$ cat config.mk
export PLATFORM = sky130hd
export DESIGN_NAME = conv_col_mac_acc
export DESIGN_NICKNAME = d
export VERILOG_FILES = /design/src/rtl/conv_col_mac_acc.sv
export SDC_FILE = /design/constraint.sdc
export NUM_CORES = 2
export LEC_CHECK = 0
export CAP_MARGIN = 20
export CORE_ASPECT_RATIO = 1.1
export CORE_MARGIN = 8
export CORE_UTILIZATION = 39
export CTS_CLUSTER_DIAMETER = 80
export CTS_CLUSTER_SIZE = 10
export DETAILED_ROUTE_END_ITERATION = 10
export PLACE_DENSITY = 0.62
export RECOVER_POWER = 50
export REMOVE_ABC_BUFFERS = 1
export SLEW_MARGIN = 40
export SYNTH_ARGS = -nofsm -noshare
export SYNTH_HDL_FRONTEND = slang
export SYNTH_SLANG_ARGS = --single-unit
$ cat constraint.sdc
create_clock -name i_clk -period 6.81 [get_ports i_clk]
set_input_delay 0.681 -clock i_clk [delete_from_list [all_inputs] [get_ports i_clk]]
set_output_delay 0.681 -clock i_clk [all_outputs]
set_load 0.005 [all_outputs]
$ cat src/rtl/conv_col_mac_acc.sv
// Pixel x weight-column MAC: accumulates NO_CH channels per kernel-column slot, emits one column per slot.
// Two register stages (products, then accumulate/output); a held result stalls the whole pipe via o_ready.
module conv_col_mac_acc #(
    parameter int BIT_WIDTH     = 8,
    parameter int NO_COL_KERNEL = 5,
    parameter int NO_CH         = 3,
    parameter int ACC_WIDTH     = 20,
    parameter int SIGNED        = 1,
    parameter int SATURATE      = 1
) (
    input  logic                                 i_clk,
    input  logic                                 i_rst_n,
    input  logic                                 i_clear,
    input  logic [BIT_WIDTH*NO_COL_KERNEL-1:0]   i_weight_col,
    input  logic [BIT_WIDTH-1:0]                 i_pix,
    input  logic                                 i_valid,
    output logic                                 o_ready,
    output logic [ACC_WIDTH*NO_COL_KERNEL-1:0]   o_acc_col,
    output logic [$clog2(NO_COL_KERNEL+1)-1:0]   o_out_kc,
    output logic                                 o_valid,
    input  logic                                 i_ready,
    output logic [$clog2(NO_COL_KERNEL+1)-1:0]   o_kercol_cnt,
    output logic [$clog2(NO_CH+1)-1:0]           o_ch_cnt
);

    localparam int KCW = $clog2(NO_COL_KERNEL + 1);
    localparam int CHW = $clog2(NO_CH + 1);
    localparam int PW  = 2 * BIT_WIDTH;
    localparam int XW  = ACC_WIDTH + 1;

    logic                 en;
    logic                 kc_wrap;
    logic                 ch_last;
    logic [KCW-1:0]       kc_q;
    logic [CHW-1:0]       ch_q;

    logic                 s0_vld_q;
    logic                 s0_fin_q;
    logic [KCW-1:0]       s0_kc_q;
    logic [PW-1:0]        s0_prod_q [NO_COL_KERNEL];
    logic [PW-1:0]        prod_d    [NO_COL_KERNEL];
    logic [PW-1:0]        pix_x;

    // acc_q[slot][lane]
    logic [ACC_WIDTH-1:0] acc_q     [NO_COL_KERNEL][NO_COL_KERNEL];
    logic [ACC_WIDTH-1:0] sel_acc   [NO_COL_KERNEL];
    logic [XW-1:0]        sum_x     [NO_COL_KERNEL];
    logic [ACC_WIDTH-1:0] sum_d     [NO_COL_KERNEL];

    logic                 out_vld_q;
    logic [KCW-1:0]       out_kc_q;
    logic [ACC_WIDTH-1:0] out_acc_q [NO_COL_KERNEL];

    assign en      = !(out_vld_q && !i_ready);
    assign kc_wrap = (kc_q == KCW'(NO_COL_KERNEL - 1));
    assign ch_last = (ch_q == CHW'(NO_CH - 1));

    assign pix_x = {{BIT_WIDTH{(SIGNED != 0) & i_pix[BIT_WIDTH-1]}}, i_pix};

    // Low PW bits of the extended product are the exact signed/unsigned product.
    always_comb begin
        for (int i = 0; i < NO_COL_KERNEL; i++) begin
            prod_d[i] = {{BIT_WIDTH{(SIGNED != 0) & i_weight_col[i*BIT_WIDTH+BIT_WIDTH-1]}},
                         i_weight_col[i*BIT_WIDTH +: BIT_WIDTH]} * pix_x;
        end
    end

    always_comb begin
        for (int i = 0; i < NO_COL_KERNEL; i++) begin
            sel_acc[i] = '0;
            for (int k = 0; k < NO_COL_KERNEL; k++) begin
                if (s0_kc_q == KCW'(k)) begin
                    sel_acc[i] = acc_q[k][i];
                end
            end
            sum_x[i] = {(SIGNED != 0) & sel_acc[i][ACC_WIDTH-1], sel_acc[i]}
                     + {{(XW-PW){(SIGNED != 0) & s0_prod_q[i][PW-1]}}, s0_prod_q[i]};
            sum_d[i] = sum_x[i][ACC_WIDTH-1:0];
            // One guard bit is enough: both addends are in range, so the true sum fits XW bits.
            if (SATURATE != 0) begin
                if (SIGNED != 0) begin
                    if (sum_x[i][XW-1] != sum_x[i][XW-2]) begin
                        sum_d[i] = sum_x[i][XW-1] ? {1'b1, {(ACC_WIDTH-1){1'b0}}}
                                                  : {1'b0, {(ACC_WIDTH-1){1'b1}}};
                    end
                end else if (sum_x[i][XW-1]) begin
                    sum_d[i] = '1;
                end
            end
        end
    end

    always_ff @(posedge i_clk or negedge i_rst_n) begin
        if (!i_rst_n) begin
            kc_q      <= '0;
            ch_q      <= '0;
            s0_vld_q  <= 1'b0;
            s0_fin_q  <= 1'b0;
            s0_kc_q   <= '0;
            out_vld_q <= 1'b0;
            out_kc_q  <= '0;
            for (int i = 0; i < NO_COL_KERNEL; i++) begin
                s0_prod_q[i] <= '0;
                out_acc_q[i] <= '0;
                for (int k = 0; k < NO_COL_KERNEL; k++) begin
                    acc_q[k][i] <= '0;
                end
            end
        end else if (i_clear) begin
            kc_q      <= '0;
            ch_q      <= '0;
            s0_vld_q  <= 1'b0;
            out_vld_q <= 1'b0;
            for (int k = 0; k < NO_COL_KERNEL; k++) begin
                for (int i = 0; i < NO_COL_KERNEL; i++) begin
                    acc_q[k][i] <= '0;
                end
            end
        end else if (en) begin
            s0_vld_q <= i_valid;
            if (i_valid) begin
                s0_prod_q <= prod_d;
                s0_kc_q   <= kc_q;
                s0_fin_q  <= ch_last;
                kc_q      <= kc_wrap ? '0 : kc_q + KCW'(1);
                if (kc_wrap) begin
                    ch_q <= ch_last ? '0 : ch_q + CHW'(1);
                end
            end
            out_vld_q <= s0_vld_q && s0_fin_q;
            if (s0_vld_q && s0_fin_q) begin
                out_kc_q <= s0_kc_q;
            end
            // Final beat retires the slot so the next tile starts from zero.
            for (int k = 0; k < NO_COL_KERNEL; k++) begin
                if (s0_vld_q && (s0_kc_q == KCW'(k))) begin
                    for (int i = 0; i < NO_COL_KERNEL; i++) begin
                        if (s0_fin_q) begin
                            acc_q[k][i]  <= '0;
                            out_acc_q[i] <= sum_d[i];
                        end else begin
                            acc_q[k][i]  <= sum_d[i];
                        end
                    end
                end
            end
        end
    end

    for (genvar gi = 0; gi < NO_COL_KERNEL; gi++) begin : g_pack
        assign o_acc_col[gi*ACC_WIDTH +: ACC_WIDTH] = out_acc_q[gi];
    end

    assign o_ready      = en;
    assign o_valid      = out_vld_q;
    assign o_out_kc     = out_kc_q;
    assign o_kercol_cnt = kc_q;
    assign o_ch_cnt     = ch_q;

endmodule

### Word level (Yosys, flattened, before mapping)

Cells that the tools add are included.

* register bits after elaboration: 694
* input port bits: 53
* output and inout bits: 110
* logic and storage cells: 187

* add/subtract/negate cells: 7
* multipliers: 5
* eq/ne operators: 12
* muxes and demuxes: 92
* bitwise gates (word level): 2
* reduce and logical (&&, ||, !) cells: 27

Operators with widths (count)
* $mux 20: 65
* $mux 100: 12
* $mux 500: 2
* $add 20x16->21: 5
* $mul 8x8->16: 5
* $reduce_and 2->1: 7
* $reduce_bool 2->1: 7
* $mux 3: 4
* $mux 2: 5
* $reduce_and 3->1: 3
* $logic_and 1x1->1: 7
* $eq 3x2->1 const B: 2
* $eq 3x3->1 const B: 2
* $ne 1x1->1: 5
* $mux 1: 4
* $add 3x1->3 const B: 1
* $eq 3x1->1 const B: 1
* $logic_not 3->1: 1
* $add 2x1->2 const B: 1
* $eq 2x2->1 const B: 1
* $logic_not 1->1: 2
* $ne 2x2->1 const B: 1
* $not 1->1: 2

### Logic depth before layout (Yosys ltp)

* depth after elaboration: 21
* mapped depth: 25
* depth with buffers taken out: 21

### Worst setup path before layout

OpenSTA, ideal clock, no wires.

* path type: reg2reg
* start: register s0_kc_q[0]
* end: register out_acc_q (netlist bit o_acc_col[69])
* library setup time: 125 ps
* arrival: 5362 ps
* slack: 1323 ps
* cell stages (with the launch flop): 23
* cell sequence: dfrtp_1 -> clkbuf_1 -> clkbuf_1 -> buf_1 -> mux4_2 -> a22o_1 -> ha_1 -> a21o_1 -> a21o_1 -> a2111oi_0 -> nor2_1 -> a41oi_1 -> o21ai_0 -> a211oi_1 -> o21bai_1 -> a21oi_1 -> xnor2_1 -> ha_1 -> clkbuf_1 -> a21oi_1 -> o311ai_0 -> nand2_1 -> mux2_2

* cells in the longest elaborated chain, start to end: 21
* elaborated cells on any way between the ends: 31
* those cells by class: 1 x add/sub; 5 x eq/ne; 19 x mux; 6 x reduce/logical

RTL lines
* start: declaration: line 39 `logic [KCW-1:0] s0_kc_q;`
* start signal: assignment: line 123 `s0_kc_q <= kc_q;`
* $logic_not 3->1: line 72, 136
* $mux 20 (5 in series): line 72 `if (s0_kc_q == KCW'(k)) begin`
* $add 20x16->21: line 77 `+ {{(XW-PW){(SIGNED != 0) & s0_prod_q[i][PW-1]}}, s0_prod_q[i]};`
* $mux 20 / $ne 1x1->1 (equally long branches): line 83, 82
* $mux 20: line 82 `if (sum_x[i][XW-1] != sum_x[i][XW-2]) begin`
* $mux 20: line 138 `if (s0_fin_q) begin`
* $mux 100: line 136 `if (s0_vld_q && (s0_kc_q == KCW'(k))) begin`
* $mux 100: line 119 `end else if (en) begin`
* $mux 100: line 109 `end else if (i_clear) begin`
* $mux 20: line 138
* $mux 100: line 136
* $mux 20: line 138
* $mux 100: line 136
* $mux 20: line 138
* $mux 100: line 136
* $mux 20: line 138
* $mux 100 *: line 136
* end signal: indexed assignment: line 140 `out_acc_q[i] <= sum_d[i];`
* end: declaration: line 52 `logic [ACC_WIDTH-1:0] out_acc_q [NO_COL_KERNEL];`

Every way passes the cells marked *; elsewhere a longest branch is shown, timed or not. The select of a mux whose other input is x is not followed.
A chain may end at the register's enable or synchronous reset.

### Worst setup path in the final report

* start: register s0_kc_q[0]
* end: register acc_q[416] (netlist bit)

* cells in the longest elaborated chain, start to end: 13
* elaborated cells on any way between the ends: 21
* those cells by class: 1 x add/sub; 5 x eq/ne; 11 x mux; 4 x reduce/logical

RTL lines
* $logic_not 3->1: line 72, 136
* $mux 20 (5 in series): line 72
* $add 20x16->21: line 77
* $mux 20 / $ne 1x1->1 (equally long branches): line 83, 82
* $mux 20: line 82
* $mux 20: line 138
* $mux 100: line 136
* $mux 500: line 119
* $mux 500: line 109
* end signal: indexed assignment: line 142 `acc_q[k][i] <= sum_d[i];`
* end: declaration: line 45 `logic [ACC_WIDTH-1:0] acc_q [NO_COL_KERNEL][NO_COL_KERNEL];`

Several ways; a longest one is shown, not always the timed one. The select of a mux whose other input is x is not followed.

==> results_dict.tcl <==
set metrics [dict create \
    cp.required_ns 7.29 \
    root_buffer "clkbuf_16" \
    setup-tns-final_ns 0 \
    cpMaxStageDelayCell "dfrtp_4" \
    fmax_ghz 0.161 \
    cts_tree "done" \
    grt_max_degree 153 \
    fill_cells 11300 \
    reg2regPathDepth 20 \
    drt_iter0_markers 2204 \
    cts_buffer_depth 3 \
    crit_chain "or2_2, nor2_4, buf_12, nand2_1, o21ai_0, ha_1, a211oi_1, o211ai_1, nand2_1, o211ai_1, a41oi_1, o21bai_1, a21o_1, a21o_1, a21o_1, xor2_1, ha_1, nand2_1, a21boi_0, o21ai_0" \
    hold_viol_final 0 \
    firstDrtPassIters 7 \
    synth_mux_area_share_pct 5.80 \
    area_growth_pct 12.4 \
    die_area_sq_um 129000 \
    syn_inst 4601 \
    avgSynthCellArea_sq_um 9.99 \
    fin_skew_ns 0.0301 \
    routed_wirelength_mm 133 \
    wire_per_inst_microns 21.4 \
    worstHoldEndpoint "o_acc_col[94]$_DFFE_PN0P_" \
    synth_edf_count 0 \
    vias 34400 \
    powerDensity_nw_per_um2 361 \
    ys_types 76 \
    worstPathMaxFanout 31 \
    reg2reg_from "s0_kc_q[0]$_DFFE_PN0P_" \
    maxCapViolCount 6 \
    portBuffers 162 \
    antenna_found_initial 10 \
    whs_path_depth 2 \
    ys_ff_latch 694 \
    fin_ws_ns 0.612 \
    rr_endpoint "acc_q[416]$_DFFE_PN0P_" \
    synth_xor_xnor_area_share_pct 2.94 \
    ys_seq_area_share_pct 37.8 \
    status "finished with violations" \
    grt.overflow.total 0 \
    route.detailed.drc 0 \
    hold_class "reg2reg" \
    coreArea_sq_um 117000 \
    start_kind "flip-flop" \
    drive_gt1_share_pct 7.54 \
    clk_pin_slew_ns 0.06 \
    vias_per_cell 5.53 \
    synth_area_sq_um 45900 \
    cts_made_buffers 79 \
    yosys_warnings 0 \
    synth_top_family_by_area "adder cells" \
    ant_nets 0 \
    fp.dieH_microns 376 \
    synth-main-ff-cell "dfrtp_1" \
    slew_headroom_pct -99.8 \
    clk_latency_ns 0.64 \
    synth-compound-area-share_pct 16.3 \
    leakagePower_nw 24.3 \
    hp-start "o_acc_col[94]$_DFFE_PN0P_" \
    cts_sinks 694 \
    whs_ns 0.472 \
    nets 5266 \
    synth-simple-area-share_pct 12.6 \
    period_share_pct 91.0 \
    min_period_ns 6.20 \
    slew_viol_final 361 \
    die_w_microns 343 \
    rrSetupSlack_ns 0.61 \
    rows 132 \
    dp_slack_ns 0.655 \
    htreeDepth 3 \
    setup_viol 0 \
    yosys.area_share.adder_pct 19.3 \
    rsz0062_at_grt "no" \
    violations "max-capacitance violations, max-slew violations" \
    initial_core_util_pct 39.2 \
    synthArstFlopShare_pct 100 \
    boundaryPins 163 \
    critPathArrivalTime_ns 6.68 \
    gp_congestion 0.860 \
    track_usage_pct 20.6 \
    ir_worst_vdd_v 0.000208 \
    crit_path_end_kind "flip-flop" \
    crit_type "reg2reg" \
    dpl.hpwl_mm 89.7 \
    worst_pin_slew_ns 3.00 \
    fin_util_pct 44.0 \
    grt_pass1_wl_mm 210 \
    cpPeakStageDelay_ns 0.62 \
    grt_pass1_vias 35500 \
]
==> power breakdown <==
group          internal (mW)  switching (mW)  total (mW)
Clock                   2.12            1.69        3.81
Combinational           3.66            5.96        9.62
Sequential              4.76           0.443        5.20
Total                   10.5            8.09        18.6
==> cell usage after synthesis (all sizes together), types with 33 or more instances <==
cell    instances  area, sq um
and2          194         1210
dfrtp         694        17400
clkbuf        226          848
nand3          33          165
inv           380         1430
a22o          207         1810
a21oi         123          623
a21o           64          480
mux2           41          465
nor2          124          473
ha            260         3250
fa            280         5610
xnor2         107          937
o21ai         552         2760
xor2           47          412
nand2         732         2750
mux4           94         2120
nand2b         63          394
==> routing by layer <==
layer	routed length, microns	global-route usage [%]
met2	62900	33.8
met3	8410	3.87
met5	31	0
met1	58300	27.9
met4	3550	5.69
==> flip-flops by register name (all words and copies together), names as in the netlist <==
name / count
s0_fin_q: 1
o_out_kc: 3
acc_q: 500
o_ch_cnt: 2
o_acc_col: 100
s0_kc_q: 3
s0_prod_q: 80
o_valid: 1
o_kercol_cnt: 3
s0_vld_q: 1
==> area by class of cell <==
type	instances	area [sq um]	area share (%)
Tap cell	1541	1930	3.74
Timing Repair Buffer	238	2400	4.65
Multi-Input combinational cell	3277	26300	51.0
Sequential cell	694	17400	33.7
Inverter	383	1440	2.79
Clock buffer	85	2050	3.98
Clock inverter	6	86.3	0.167
Antenna cell	2	5.00	0.00970
==> cell usage in the layout (no fill, tap or decap), types with 24 or more instances in the layout <==
cell             count
xnor2_1            107
a21oi_1            121
a22o_1             207
inv_1              379
a21o_1              64
fa_1               280
xor2_1              47
mux4_2              94
nand3_1             33
dlygate4sd3_1      109
nand2_1            726
nand3b_1            29
a21boi_0            24
clkbuf_16           81
nand2b_1            63
buf_4               54
dfrtp_1            692
clkdlybuf4s50_1     44
and2_1             193
o31ai_1             24
nor2_1             112
ha_1               260
o21ai_0            543
mux2_2              40
==> stage by stage <==
stage | instances | instance area [sq um] | total power, mW
after global routing | 6224 | 51600 | 20.1
final | 6226 | 51600 | 18.6
after floorplan | 4354 | 45000 | 12.0
after detailed placement | 6129 | 49500 | 14.8
after global placement | 6122 | 49300 | 14.7
after CTS | 6221 | 51600 | 18.7
==> timing repair <==
item / CTS / global route
buffers inserted: 0 / 0
endpoints found under the setup margin: 0 / 0
endpoints found under the hold margin: 48 / 0
hold buffers: 1 / 0
gates resized for setup: 0 / 0
==> how the worst max path moves through the flow <==
stage	startpoint	endpoint	cells past startpoint
2_1_floorplan	s0_kc_q[0]$_DFFE_PN0P_	o_acc_col[60]$_DFFE_PN0P_	14
3_3_place_gp	s0_kc_q[0]$_DFFE_PN0P_	acc_q[16]$_DFFE_PN0P_	19
6_report	s0_kc_q[0]$_DFFE_PN0P_	acc_q[416]$_DFFE_PN0P_	20
5_1_grt	s0_kc_q[0]$_DFFE_PN0P_	acc_q[200]$_DFFE_PN0P_	19
4_1_cts	s0_kc_q[0]$_DFFE_PN0P_	acc_q[414]$_DFFE_PN0P_	19
3_5_place_dp	s0_kc_q[0]$_DFFE_PN0P_	acc_q[414]$_DFFE_PN0P_	19
==> cell families after synthesis <==
family | after synthesis
xor gates and xnor gates | 154
and+or+nand+nor | 1267
buffers and inverters | 630
AOI/OAI and AO/OA | 1173
DFF | 694
muxes | 143
adders and majority gates | 540
==> critical path, delay by kind of cell (launching register included) <==
family | cells | cell delay (ns)
compound gates | 11 | 2.70
xor+xnor | 1 | 0.15
fa+ha+maj | 2 | 0.74
buf+inv | 1 | 0.26
flops | 1 | 0.62
simple gates | 5 | 1.52
Power figures use the tool's default switching activity.
